===== src/rtl/enc_pkg.sv =====
// Shared states, frame constants and byte-forming helpers for the message
// encryption stream.
package enc_pkg;

  typedef enum logic [2:0] {
    ST_IDLE = 3'd0,
    ST_PRE  = 3'd1,
    ST_MSG  = 3'd2,
    ST_POST = 3'd3,
    ST_DONE = 3'd4
  } state_e;

  localparam int FRAME_LEN = 64;
  localparam int MAX_MSG   = 54;

  localparam logic [6:0] PAD_CHAR = 7'h20;
  localparam logic [4:0] PRE_MIN  = 5'd10;
  localparam logic [4:0] PRE_MAX  = 5'd26;

  // Feedback masks known to give the full 127-state sequence
  localparam logic [6:0] TAP_60 = 7'h60;
  localparam logic [6:0] TAP_48 = 7'h48;
  localparam logic [6:0] TAP_78 = 7'h78;
  localparam logic [6:0] TAP_72 = 7'h72;
  localparam logic [6:0] TAP_6A = 7'h6A;
  localparam logic [6:0] TAP_69 = 7'h69;
  localparam logic [6:0] TAP_5C = 7'h5C;
  localparam logic [6:0] TAP_7E = 7'h7E;
  localparam logic [6:0] TAP_7B = 7'h7B;

  function automatic logic [4:0] clamp_pre(input logic [4:0] len);
    logic [4:0] r;
    if (len < PRE_MIN) begin
      r = PRE_MIN;
    end else if (len > PRE_MAX) begin
      r = PRE_MAX;
    end else begin
      r = len;
    end
    return r;
  endfunction

  // An all-zero LFSR would lock up, so zero seeds start from 0x01
  function automatic logic [6:0] fix_seed(input logic [6:0] seed);
    logic [6:0] r;
    if (seed == 7'h00) begin
      r = 7'h01;
    end else begin
      r = seed;
    end
    return r;
  endfunction

  function automatic logic [7:0] enc_byte(input logic [6:0] plain, input logic [6:0] key);
    logic [6:0] c;
    c = plain ^ key;
    return {^c, c};
  endfunction

endpackage


===== src/rtl/lfsr7.sv =====
// 7-bit Fibonacci-style LFSR with loadable seed and tap mask; next_state is
// exposed so a byte loaded on the stepping edge can use the advanced key.
module lfsr7 (
  input  logic       clk,
  input  logic       rst_n,
  input  logic       load,
  input  logic [6:0] seed,
  input  logic [6:0] taps,
  input  logic       step,
  output logic [6:0] state,
  output logic [6:0] next_state
);

  logic [6:0] state_r;
  logic [6:0] taps_r;

  assign state      = state_r;
  assign next_state = {state_r[5:0], ^(state_r & taps_r)};

  // Seed/tap capture on frame launch, one shift per step
  always_ff @(posedge clk or negedge rst_n) begin
    if (!rst_n) begin
      state_r <= 7'h01;
      taps_r  <= 7'h00;
    end else if (load) begin
      state_r <= seed;
      taps_r  <= taps;
    end else if (step) begin
      state_r <= next_state;
    end else begin
      state_r <= state_r;
    end
  end

endmodule


===== src/rtl/msg_encrypt_stream.sv =====
// Frames a message into FRAME_LEN parity-tagged bytes (pad, message, pad),
// each XORed with a 7-bit LFSR keystream advanced once per output handshake.
module msg_encrypt_stream
  import enc_pkg::*;
#(
  parameter int FRAME_LEN = enc_pkg::FRAME_LEN,
  parameter int MAX_MSG   = enc_pkg::MAX_MSG
) (
  input  logic       Clk,
  input  logic       Reset,
  input  logic       Start,
  input  logic [4:0] PreLen,
  input  logic [6:0] TapPtrn,
  input  logic [6:0] LfsrInit,
  input  logic       InValid,
  input  logic [7:0] InData,
  input  logic       InLast,
  output logic       InReady,
  output logic       OutValid,
  output logic [7:0] OutData,
  input  logic       OutReady,
  output logic       Ack,
  output logic       Busy
);

  localparam logic [5:0] POS_LAST = 6'(FRAME_LEN - 1);
  localparam logic [5:0] MSG_LAST = 6'(MAX_MSG - 1);

  state_e     state_r;
  logic       out_valid_r;
  logic [7:0] out_data_r;
  logic       ack_r;
  logic [5:0] pos_r;
  logic [5:0] msg_cnt_r;
  logic [4:0] pre_len_r;
  logic       final_r;

  logic       out_hs_s;
  logic       slot_free_s;
  logic       in_ready_s;
  logic       pad_load_s;
  logic       accept_s;
  logic       load_s;
  logic [6:0] plain_s;
  logic [6:0] key_s;
  logic       start_load_s;
  logic [6:0] seed_s;
  logic [6:0] lfsr_state_s;
  logic [6:0] lfsr_next_s;
  logic [5:0] pre_last_s;
  logic       msb_unused_s;

  // Characters are 7-bit; the top bit of InData carries nothing
  assign msb_unused_s = InData[7];

  assign start_load_s = (state_r == ST_IDLE) & Start;
  assign seed_s       = fix_seed(LfsrInit);
  assign pre_last_s   = {1'b0, pre_len_r} - 6'd1;

  lfsr7 u_lfsr (
    .clk        (Clk),
    .rst_n      (Reset),
    .load       (start_load_s),
    .seed       (seed_s),
    .taps       (TapPtrn),
    .step       (out_hs_s),
    .state      (lfsr_state_s),
    .next_state (lfsr_next_s)
  );

  // Handshake qualifiers and the plaintext/key of the byte that may load now
  always_comb begin
    out_hs_s    = out_valid_r & OutReady;
    slot_free_s = ~out_valid_r | OutReady;
    in_ready_s  = 1'b0;
    pad_load_s  = 1'b0;
    plain_s     = PAD_CHAR;
    if (state_r == ST_MSG) begin
      in_ready_s = slot_free_s & ~final_r;
      plain_s    = InData[6:0];
    end else if ((state_r == ST_PRE) || (state_r == ST_POST)) begin
      pad_load_s = slot_free_s & ~final_r;
    end else begin
      in_ready_s = 1'b0;
    end
    accept_s = in_ready_s & InValid;
    load_s   = pad_load_s | accept_s;
    // A byte loaded on a handshake edge must use the key after that step
    if (out_hs_s) begin
      key_s = lfsr_next_s;
    end else begin
      key_s = lfsr_state_s;
    end
  end

  assign InReady  = in_ready_s;
  assign OutValid = out_valid_r;
  assign OutData  = out_data_r;
  assign Ack      = ack_r;
  assign Busy     = (state_r != ST_IDLE);

  // Frame sequencer and registered output byte
  always_ff @(posedge Clk or negedge Reset) begin
    if (!Reset) begin
      state_r     <= ST_IDLE;
      out_valid_r <= 1'b0;
      out_data_r  <= 8'h00;
      ack_r       <= 1'b0;
      pos_r       <= 6'd0;
      msg_cnt_r   <= 6'd0;
      pre_len_r   <= 5'd0;
      final_r     <= 1'b0;
    end else begin
      case (state_r)
        ST_IDLE: begin
          pos_r       <= 6'd0;
          msg_cnt_r   <= 6'd0;
          final_r     <= 1'b0;
          ack_r       <= 1'b0;
          out_valid_r <= 1'b0;
          if (Start) begin
            pre_len_r <= clamp_pre(PreLen);
            state_r   <= ST_PRE;
          end else begin
            state_r <= ST_IDLE;
          end
        end
        ST_PRE, ST_MSG, ST_POST: begin
          if (load_s) begin
            out_valid_r <= 1'b1;
            out_data_r  <= enc_byte(plain_s, key_s);
            // The last position is held rather than wrapped
            if (pos_r == POS_LAST) begin
              final_r <= 1'b1;
            end else begin
              pos_r <= pos_r + 6'd1;
            end
            if (accept_s) begin
              msg_cnt_r <= msg_cnt_r + 6'd1;
            end else begin
              msg_cnt_r <= msg_cnt_r;
            end
            if ((state_r == ST_PRE) && (pos_r == pre_last_s)) begin
              state_r <= ST_MSG;
            end else if (accept_s && (InLast || (msg_cnt_r == MSG_LAST))) begin
              state_r <= ST_POST;
            end else begin
              state_r <= state_r;
            end
          end else if (out_hs_s) begin
            out_valid_r <= 1'b0;
            if (final_r) begin
              state_r <= ST_DONE;
              ack_r   <= 1'b1;
            end else begin
              state_r <= state_r;
            end
          end else begin
            state_r <= state_r;
          end
        end
        ST_DONE: begin
          ack_r   <= 1'b0;
          state_r <= ST_IDLE;
        end
        default: begin
          state_r <= ST_IDLE;
        end
      endcase
    end
  end

endmodule


===== config.mk =====
export PLATFORM = sky130hd
export DESIGN_NAME = msg_encrypt_stream
export DESIGN_NICKNAME = d
export VERILOG_FILES = /design/src/rtl/enc_pkg.sv /design/src/rtl/lfsr7.sv /design/src/rtl/msg_encrypt_stream.sv
export SDC_FILE = /design/constraint.sdc
export NUM_CORES = 1
export LEC_CHECK = 0
export CORE_MARGIN = 4
export CORE_UTILIZATION = 25
export CTS_CLUSTER_SIZE = 16
export DETAILED_ROUTE_END_ITERATION = 16
export SETUP_SLACK_MARGIN = 0.2
export SYNTH_ARGS = -nofsm -noshare
export SYNTH_HDL_FRONTEND = slang
export SYNTH_SLANG_ARGS = --single-unit
export TNS_END_PERCENT = 50

===== constraint.sdc =====
create_clock -name Clk -period 3.6 [get_ports Clk]
set_input_delay 0.72 -clock Clk [delete_from_list [all_inputs] [get_ports Clk]]
set_output_delay 0.72 -clock Clk [all_outputs]
set_load 0.03 [all_outputs]

==> metrics.txt <==
post-route ant nets=0; Clock Sinks=45; setup TNS=0 ns; Worst Path Required=2.88 ns; WL/cell=approximately 13 um; status=complete, no violations; vias in the first global route=between 2000 and 2500; top post-synthesis cells by area=dfrtp_1 (44%), xnor2_1 (7.0%), nand2_1 (6.0%); Synth Instances=around 260; Arr. time, crit path=2.54 ns; Post-CTS Resized=0; hold slack final=slightly below 0.5 ns; commonest non-fill, non-tap cell in the layout=dfrtp_1; H-tree depth=2; power after layout=approximately 2.5 mW; worst slew pin tran=roughly 1.0 ns; Filler Cells Inserted=between 1000 and 1500; DP Wirelength=~4.4 mm; CTS Buffer Depth=2; Final Max Tran Viols=0; CP Capture Type=output pin; CTS tree=built; clock slew at reported path FFs=approximately 0.090 ns; Remaining DRCs=0; initial antenna violation count=0; first-pass GRT wire length=around 9.6 mm; setup bufs post-CTS=0; port bufs=43; Seq/Total Area, Yosys=between 40% and 50%; #FFs+latches synth=between 40 and 50; Syn-to-layout area delta=26.82%; worst path bufs/invs=2; fmax=~310 MHz; Ant. Diodes=0; yosys warns=0; VDD IR-drop max=0.2282 mV; synthesized cell area=roughly 2500 um2; hold buffers post-CTS=0; Synth area leader=dfrtp_1; crit-path cells=clkdlybuf4s50_1, nor2b_1, or2_1, nor2b_1, clkdlybuf4s50_1; Die ar.=11650 um2; core region area=between 9000 and 10000 um2; Skew-Pair Late Insertion Delay=roughly 0.30 ns; Worst setup SP type=primary input; syn nets=299; total CTS buffers=5; GRT overflow=0; slowest cell delay on critical path=0.70 ns; Lkg Pwr=roughly 1.3 nW; unrepaired setup endpoints after global routing=no; Starting Density=approximately 26%; largest net degree at the start of global routing=46; vias=approximately 2000; Max-slew headroom=between 30% and 40%; layout cell share with drive strength beyond 1=under 10%; Iteration-0 DRC Markers=about 100; placed cell count=between 400 and 500; max_cap viols=0; Synth cell types=42; Placement Rows=36; Nets=approximately 350; CP Max Fanout=5; Die Height=between 100 and 150 um; slowest stage cell, crit path=clkdlybuf4s50_1; overall routed net length=5.789 mm; drt pass-1 iters=4; Post-Layout Inst Area=~3200 um2; power per cell area=about 800 nW/um2; Tmin final=roughly 3.3 ns; Synth top area share=roughly 44%; Root Driver=clkbuf_8; # IOs=45; Die Wd=approximately 110 um; Final Skew=0.005869 ns; GRT Overall Usage=between 10% and 20%; vias per std cell=roughly 4.5; final RePlAce weighted congestion=0.8161; cell family with most CP delay=buffers and inverters; Post-Layout Cell Count=about 440; most frequent cells in the layout=dfrtp_1 (44), clkdlybuf4s50_1 (42), nand2_1 (40), nor2_1 (26), xnor2_1 (20); Worst Hold Class=reg2reg; Crit Path Class=in2out; Hold Vio Cnt, Final=0; Final Cycle Share=90.44%; Synth Area per Inst=approximately 9.5 um2; Post-DP Area=approximately 3000 um2; setup violators final=0
-- worst reg2reg max path, delay by kind of cell, from the launching register on --
| family | cells | cell delay (ns) |
|---|---|---|
| simple gates | 3 | 1.21 |
| flops | 1 | 0.56 |
| buf+inv | 1 | 0.23 |
| compound gates | 1 | 0.09 |
-- metal layers --
metal | routed length, um | up-vias | part of all wire (%) | GRT usage [%]
met4 | 114 | 0 | 2.0 | 3.697
met5 | 0 | - | 0 | 0
met3 | 357 | 8 | 6.2 | 3.299
met1 | 2568 | 937 | 44 | 12.26
li1 | - | 997 | - | -
met2 | 2748 | 36 | 47 | 17.50
-- path summary, 6_finish.rpt --
path,start,to,slack [ns],cells past startpoint
worst max-delay path,OutReady,InReady,0.34,5
worst min-delay path,OutData[1]$_DFFE_PN0P_,OutData[1]$_DFFE_PN0P_,0.48,2
worst max register to register,state_r[2]$_DFFE_PN0P_,u_lfsr.state[0]$_DFF_PN1_,1.43,5
worst min register to register,OutData[1]$_DFFE_PN0P_,OutData[1]$_DFFE_PN0P_,0.48,2
max in group asynchronous,Reset,Ack$_DFFE_PN0P_,2.37,1
min in group asynchronous,Reset,u_lfsr.taps_r[2]$_DFFE_PN0P_,0.58,1
-- per-stage QoR --
| stage | worst slack (ns) | util [%] |
|---|---|---|
| 3_3_place_gp | 0.3244 | 31.69 |
| 2_1_floorplan | 1.408 | - |
| 4_1_cts | 0.3079 | 32.54 |
| 5_1_grt | 0.2212 | 32.54 |
| 3_5_place_dp | 0.3280 | 31.69 |
| 6_report | 0.3443 | 32.54 |
-- cell usage after synthesis --
cell and count:
a211o_1 2, a21o_1 1, a21oi_1 17, a2bb2oi_1 1
a311o_1 1, a31o_2 1, a31oi_1 2, a32o_1 1
and2_1 2, and3_1 2, and4_1 1, and4bb_2 1
buf_2 1, clkbuf_1 6, dfrtp_1 44, dfstp_2 1
ha_1 4, inv_1 4, mux2_2 8, mux2i_1 5
nand2_1 40, nand2b_1 2, nand3_1 8, nand3b_1 1
nand4_1 5, nor2_1 26, nor2b_1 4, nor3_1 11
nor3b_1 2, nor3b_2 1, nor4_1 1, o211a_1 1
o21a_1 2, o21ai_0 15, o22ai_1 1, or2_1 1
or2_2 1, or3_1 1, or4_1 1, xnor2_1 20
xnor3_1 4, xor2_1 9
-- where the power goes --
| part | leakage (nW) | internal [mW] | total [mW] | switching (mW) |
|---|---|---|---|---|
| clock network | 0.0450 | 0.135 | 0.307 | 0.172 |
| registers | 0.562 | 0.692 | 0.855 | 0.162 |
| logic | 0.739 | 0.684 | 1.37 | 0.688 |
| total | 1.35 | 1.51 | 2.53 | 1.02 |
-- kinds of logic (layout without fill, tap and decap cells) --
family                   count (synthesis)  after routing  synth area share, %
AO/OA/AOI/OAI                           45             45                10.68
buffers and inverters                   11             58                1.704
multiplexers                            13             13                5.614
adder cells (fa/ha/maj)                  4              4                2.005
flip-flops                              45             45                45.16
AND/OR/NAND/NOR                        111            111                21.05
XOR/XNOR                                33             33                13.78
-- state kept, by name, indices dropped and copies added, names as in the netlist --
name,count
OutValid,1
pre_len_r,5
u_lfsr.state,7
state_r,3
u_lfsr.taps_r,7
final_r,1
OutData,8
pos_r,6
msg_cnt_r,6
Ack,1
-- area by class of cell --
cell class,instances,area (um2),share of cell area [%]
well taps,133,166.4,5.257
clock buffers,6,72.57,2.292
inverters,4,15.01,0.4743
multi-input cells,206,1326,41.90
clock inverters,2,10.01,0.3162
flip-flops and latches,45,1127,35.61
repair buffers,46,447.9,14.15
No activity file was read; power rests on OpenSTA's default activity.
